$ cat src/rtl/iir_biquad_cascade.sv
// Time-multiplexed cascade of direct-form-I biquad sections sharing one multiplier.
// Each accepted sample runs LOAD, then 5 MACs plus a STORE per section, then OUTPUT.
module iir_biquad_cascade #(
    parameter int P_DATA_MSB     = 15,
    parameter int P_NUM_SECTIONS = 2,
    parameter int P_NUM_CHANNELS = 2,
    parameter int P_COEFF_FRAC   = 14,
    parameter int P_ADDR_MSB     = 5,
    parameter int P_CHAN_MSB     = 0
) (
    input  logic                  i_clk,
    input  logic                  i_reset_n,
    input  logic                  i_sample_stb,
    input  logic [P_CHAN_MSB:0]   i_sample_chan,
    input  logic [P_DATA_MSB:0]   i_sample_data,
    output logic                  o_sample_ack,
    output logic                  o_result_stb,
    output logic [P_CHAN_MSB:0]   o_result_chan,
    output logic [P_DATA_MSB:0]   o_result_data,
    input  logic                  i_coeff_write_stb,
    input  logic [P_ADDR_MSB:0]   i_coeff_write_addr,
    input  logic [P_DATA_MSB:0]   i_coeff_write_data,
    output logic                  o_coeff_write_ack,
    input  logic                  i_clear_stb,
    output logic                  o_busy
);

    localparam int unsigned DW     = P_DATA_MSB + 1;
    localparam int unsigned CHAN_W = P_CHAN_MSB + 1;
    localparam int unsigned PROD_W = 2 * DW;
    localparam int unsigned ACC_W  = 2 * DW + 4;
    localparam int unsigned NCOEF  = 5 * P_NUM_SECTIONS;
    localparam int unsigned CIDX_W = $clog2(NCOEF);
    localparam int unsigned SEC_W  = (P_NUM_SECTIONS > 1) ? $clog2(P_NUM_SECTIONS) : 1;

    localparam logic signed [ACC_W-1:0] L_SAT_MAX = ACC_W'((2 ** (DW - 1)) - 1);
    localparam logic signed [ACC_W-1:0] L_SAT_MIN = ACC_W'(-(2 ** (DW - 1)));

    typedef enum logic [2:0] {
        S_IDLE,
        S_LOAD,
        S_MAC,
        S_STORE,
        S_OUTPUT
    } state_t;

    state_t                    r_state;
    logic                      r_ready;
    logic [SEC_W-1:0]          r_sec;
    logic [2:0]                r_k;
    logic [CHAN_W-1:0]         r_chan;
    logic signed [DW-1:0]      r_x;
    logic signed [ACC_W-1:0]   r_acc;

    logic signed [DW-1:0]      r_coef [NCOEF];
    logic signed [DW-1:0]      r_x1   [P_NUM_CHANNELS][P_NUM_SECTIONS];
    logic signed [DW-1:0]      r_x2   [P_NUM_CHANNELS][P_NUM_SECTIONS];
    logic signed [DW-1:0]      r_y1   [P_NUM_CHANNELS][P_NUM_SECTIONS];
    logic signed [DW-1:0]      r_y2   [P_NUM_CHANNELS][P_NUM_SECTIONS];

    logic [CIDX_W-1:0]         w_cidx;
    logic signed [DW-1:0]      w_opnd;
    logic signed [PROD_W-1:0]  w_prod;
    logic signed [ACC_W-1:0]   w_prod_ext;
    logic signed [ACC_W-1:0]   w_acc_shr;
    logic signed [DW-1:0]      w_sat;
    logic                      w_chan_ok;
    logic                      w_addr_ok;

    assign w_cidx     = CIDX_W'(5 * r_sec + r_k);
    assign w_prod     = r_coef[w_cidx] * w_opnd;
    assign w_prod_ext = ACC_W'(w_prod);
    assign w_acc_shr  = r_acc >>> P_COEFF_FRAC;
    assign w_chan_ok  = 32'(i_sample_chan) < 32'(P_NUM_CHANNELS);
    assign w_addr_ok  = 32'(i_coeff_write_addr) < 32'(NCOEF);

    // Tap order matches coefficient order b0, b1, b2, a1, a2.
    always_comb begin
        w_opnd = r_x;
        case (r_k)
            3'd0:    w_opnd = r_x;
            3'd1:    w_opnd = r_x1[r_chan][r_sec];
            3'd2:    w_opnd = r_x2[r_chan][r_sec];
            3'd3:    w_opnd = r_y1[r_chan][r_sec];
            default: w_opnd = r_y2[r_chan][r_sec];
        endcase
    end

    always_comb begin
        w_sat = w_acc_shr[DW-1:0];
        if (w_acc_shr > L_SAT_MAX) begin
            w_sat = {1'b0, {(DW - 1){1'b1}}};
        end else if (w_acc_shr < L_SAT_MIN) begin
            w_sat = {1'b1, {(DW - 1){1'b0}}};
        end
    end

    // r_ready holds off requests until the first edge after reset release has passed.
    always_ff @(posedge i_clk or negedge i_reset_n) begin
        if (!i_reset_n) begin
            r_state           <= S_IDLE;
            r_ready           <= 1'b0;
            r_sec             <= '0;
            r_k               <= '0;
            r_chan            <= '0;
            r_x               <= '0;
            r_acc             <= '0;
            o_sample_ack      <= 1'b0;
            o_result_stb      <= 1'b0;
            o_result_chan     <= '0;
            o_result_data     <= '0;
            o_coeff_write_ack <= 1'b0;
            o_busy            <= 1'b0;
            for (int i = 0; i < int'(NCOEF); i++) begin
                r_coef[i] <= '0;
            end
            for (int c = 0; c < P_NUM_CHANNELS; c++) begin
                for (int s = 0; s < P_NUM_SECTIONS; s++) begin
                    r_x1[c][s] <= '0;
                    r_x2[c][s] <= '0;
                    r_y1[c][s] <= '0;
                    r_y2[c][s] <= '0;
                end
            end
        end else begin
            r_ready           <= 1'b1;
            o_sample_ack      <= 1'b0;
            o_result_stb      <= 1'b0;
            o_coeff_write_ack <= 1'b0;
            case (r_state)
                S_IDLE: begin
                    if (r_ready) begin
                        if (i_coeff_write_stb) begin
                            o_coeff_write_ack <= 1'b1;
                            if (w_addr_ok) begin
                                r_coef[CIDX_W'(i_coeff_write_addr)] <= i_coeff_write_data;
                            end
                        end else if (i_clear_stb) begin
                            for (int c = 0; c < P_NUM_CHANNELS; c++) begin
                                for (int s = 0; s < P_NUM_SECTIONS; s++) begin
                                    r_x1[c][s] <= '0;
                                    r_x2[c][s] <= '0;
                                    r_y1[c][s] <= '0;
                                    r_y2[c][s] <= '0;
                                end
                            end
                        end else if (i_sample_stb) begin
                            o_sample_ack <= 1'b1;
                            if (w_chan_ok) begin
                                r_chan  <= i_sample_chan;
                                r_x     <= i_sample_data;
                                r_state <= S_LOAD;
                                o_busy  <= 1'b1;
                            end
                        end
                    end
                end
                S_LOAD: begin
                    r_acc   <= '0;
                    r_sec   <= '0;
                    r_k     <= '0;
                    r_state <= S_MAC;
                end
                S_MAC: begin
                    if (r_k >= 3'd3) begin
                        r_acc <= r_acc - w_prod_ext;
                    end else begin
                        r_acc <= r_acc + w_prod_ext;
                    end
                    if (r_k == 3'd4) begin
                        r_k     <= '0;
                        r_state <= S_STORE;
                    end else begin
                        r_k <= r_k + 3'd1;
                    end
                end
                S_STORE: begin
                    r_x2[r_chan][r_sec] <= r_x1[r_chan][r_sec];
                    r_x1[r_chan][r_sec] <= r_x;
                    r_y2[r_chan][r_sec] <= r_y1[r_chan][r_sec];
                    r_y1[r_chan][r_sec] <= w_sat;
                    r_x                 <= w_sat;
                    r_acc               <= '0;
                    if (r_sec == SEC_W'(P_NUM_SECTIONS - 1)) begin
                        r_state <= S_OUTPUT;
                    end else begin
                        r_sec   <= r_sec + SEC_W'(1);
                        r_state <= S_MAC;
                    end
                end
                S_OUTPUT: begin
                    o_result_stb  <= 1'b1;
                    o_result_data <= r_x;
                    o_result_chan <= r_chan;
                    o_busy        <= 1'b0;
                    r_state       <= S_IDLE;
                end
                default: begin
                    o_busy  <= 1'b0;
                    r_state <= S_IDLE;
                end
            endcase
        end
    end

endmodule

$ cat config.mk
export PLATFORM = sky130hd
export DESIGN_NAME = iir_biquad_cascade
export DESIGN_NICKNAME = d
export VERILOG_FILES = /design/src/rtl/iir_biquad_cascade.sv
export SDC_FILE = /design/constraint.sdc
export NUM_CORES = 2
export LEC_CHECK = 0
export BUFFER_PORTS_ARGS = -buffer_cell sky130_fd_sc_hd__clkbuf_2
export CAP_MARGIN = 25
export CORE_ASPECT_RATIO = 0.9
export CORE_UTILIZATION = 51
export CTS_BUF_LIST = sky130_fd_sc_hd__clkbuf_8
export DETAILED_ROUTE_END_ITERATION = 6
export PLACE_DENSITY = 0.67
export SLEW_MARGIN = 20
export SYNTH_ARGS = -nofsm -noshare
export SYNTH_HDL_FRONTEND = slang
export SYNTH_SLANG_ARGS = --single-unit
$ cat constraint.sdc
create_clock -name i_clk -period 18.4 [get_ports i_clk]
set_input_delay 0 -clock i_clk [delete_from_list [all_inputs] [get_ports i_clk]]
set_output_delay 0 -clock i_clk [all_outputs]
set_load 0.02 [all_outputs]
==> reports/metrics.yaml <==
dp_hpwl_mm: 62.60
wl_met1_mm: 39.66
maxCapViolations: 0
gp_congestion: 0.8690
layout.cells.most_common: "dfrtp_1"
yosysSeqAreaShare: 0.3642
fillCellCount: 5493
p_per_area_nw_per_um2: 195.2
track_usage: 0.2755
num_vias: 24800
gr-total-overflow: 0
wirelength_mm: 90.85
clockBufferDepth: 3
place_ws_ns: 5.508
layout-drive-gt1-share: 0.1783
end_kind: "flip-flop"
critical_path.most_common_cell: "fa_1"
drt-wirelength-per-cell_um: 22.19
status: "completed"
highest_layer: "met4"
grt_max_degree: 89
worst_clock_skew_ns: 0.05132
drcViolationCount: 0
crit_type: "flip-flop to flip-flop"
worst_slew_pin_slew_ns: 1.108
fin_crit_sh: 0.7147
cts_tree: "done"
slew_headroom: 0.2611
grt_pass1_wl_mm: 145.2
max_stage_delay_ns: 1.11
cts_buffers: 83
slew_violations: 0
port_buffers: 64
numClockSinks: 498
die_x_um: 275.0
start_util: 0.5191
clk_pin_slew_ns: 0.06
syn-num-nets: 3544
post_synth.cell_area_avg_um2: 11.00
total_power_mw: 7.356
rows: 89
die_h_um: 247.7
fmax_ghz: 0.07604
area_growth_pct: 10.11
layout_setup_ws_ns: 5.249
min_period_ns: 13.15
crit_fanout: 41
first_pass_iters: 5
yosysWarnings: 0
slowest_stage: "o22ai_1"
drt_iter0_drc: 2077
synth_edf_count: 0
clock-root-buffer: "clkbuf_8"
rsz0062_at_grt: "false"
synth-main-ff-cell: "dfrtp_1"
h-tree-depth: 3
final_cell_mix: "dfrtp_1 (496), inv_1 (350), fa_1 (264)"
grt_pass1_vias: 25700
worstSetupStartpointType: "flip-flop"
core_area_um2: 65920
die_area_um2: 68130
wl_met3_mm: 5.759
crit_arrival_ns: 13.74
leakagePower_nw: 18.25
async_reset_ff_frac: 1.000
min_path_type: "input port to flip-flop"
antenna_cells: 0
postRouteAntennaNets: 0
synthDistinctLibCells: 76
avgViaCountPerCell: 6.056
synth_cells: 3111
ys_ff_latch: 498
tns_ns: 0
hold_viol: 0
nets: 3598
ir_drop_mv: 0.1983
postCtsSetupBuffers: 0
setup_violations: 0
num_io_pins: 65
clock_latency_ns: 0.72
met2WireLength_mm: 42.49
syn_area_um2: 34220
antenna_found_initial: 0
required_ns: 18.99
-- synth_stat cells, types with 44 or more instances --
master    count  share of area
o21ai_0     169          0.025
nor2_1      204          0.022
a21o_1       44         0.0097
a22o_1      190          0.049
nand2_1     169          0.019
xnor2_1      47          0.012
nand2b_1     48         0.0088
clkbuf_1    133          0.015
nand3_1      86          0.013
mux2_2      180          0.059
mux4_2       94          0.062
ha_1        125          0.046
dfrtp_1     498           0.36
buf_1        52         0.0057
fa_1        264           0.15
a21oi_1      77          0.011
inv_1       322          0.035
-- flip-flops by register name, summed over array words and instances (netlist names) --
| name | cells |
|---|---|
| r_y1 | 64 |
| r_coef | 160 |
| r_sec | 1 |
| r_chan | 1 |
| o_busy | 1 |
| o_coeff_write_ack | 1 |
| r_x2 | 64 |
| o_result_data | 16 |
| r_k | 3 |
| o_sample_ack | 1 |
| o_result_stb | 1 |
| r_state | 3 |
| r_ready | 1 |
| o_result_chan | 1 |
| r_y2 | 64 |
| r_x | 16 |
| r_x1 | 64 |
| r_acc | 36 |
-- cell families (layout without fill, tap and decap cells) --
group | count (synthesis) | after routing | synth area share
simple gates | 671 | 671 | 0.09306
compound gates | 639 | 639 | 0.1313
buf+inv | 514 | 634 | 0.05671
flops | 498 | 498 | 0.3642
fa+ha+maj | 389 | 389 | 0.2002
mux | 309 | 309 | 0.1314
xor+xnor | 90 | 90 | 0.02304
other cells | 1 | 1 | 0.0001096
-- stage by stage --
step	area (um^2)	std cells	utilization	hold slack (ns)
2_1_floorplan	34220	3111	-	-0.2956
3_3_place_gp	35350	3894	0.5362	0.1455
3_5_place_dp	35410	3898	0.5372	0.1757
4_1_cts	37610	4093	0.5705	0.007814
5_1_grt	37680	4095	0.5716	0.06988
6_report	37680	4095	0.5716	0.05692
-- power by group --
group	internal (mW)	total [mW]	switching, mW
clock network	0.544	1.02	0.479
registers	1.25	1.44	0.193
logic	1.95	4.89	2.94
-- layout make-up --
class                           instances  area, um^2  area share
Multi-Input combinational cell       2099       19930      0.5288
Inverter                              322        1209     0.03208
Timing Repair Buffer                  161        1247     0.03311
Clock inverter                         44       274.0    0.007272
Sequential cell                       498       12470      0.3309
Tap cell                              864        1081     0.02869
Clock buffer                          107        1473     0.03908
-- routing by layer --
metal / global-route usage / up-vias
met4: 0.09994 / 0
met2: 0.4360 / 917
met1: 0.3883 / 12810
li1: - / 10900
met3: 0.03860 / 179
met5: 0 / -
-- final timing paths --
path | startpoint | end | slack, ns | cells past startpoint
setup / recovery | r_sec$_DFFE_PN0N_ | r_acc[35]$_DFFE_PN0P_ | 5.25 | 38
hold / removal | i_coeff_write_addr[2] | r_coef[145]$_DFFE_PN0P_ | 0.06 | 4
setup reg to reg | r_sec$_DFFE_PN0N_ | r_acc[35]$_DFFE_PN0P_ | 5.25 | 38
hold reg to reg | r_acc[0]$_DFFE_PN0P_ | r_acc[0]$_DFFE_PN0P_ | 0.48 | 2
max in group asynchronous | i_reset_n | r_coef[92]$_DFFE_PN0P_ | 16.04 | 6
min in group asynchronous | i_reset_n | r_x2[9]$_DFFE_PN0P_ | 0.41 | 3
-- critical path: cells and delay by family (launching register included) --
family	cells	cell delay, ns
flip-flops	1	0.75
AND/OR/NAND/NOR	10	3.18
adder cells (fa/ha/maj)	9	4.11
buffers and inverters	3	0.16
XOR/XNOR	3	0.65
AO/OA/AOI/OAI	13	4.15
-- what timing repair did --
action / in CTS / in global routing
hold buffers: 44 / 0
gates resized for setup: 0 / 0
endpoints found under the hold margin: 307 / 0
Power figures use the tool's default switching activity.
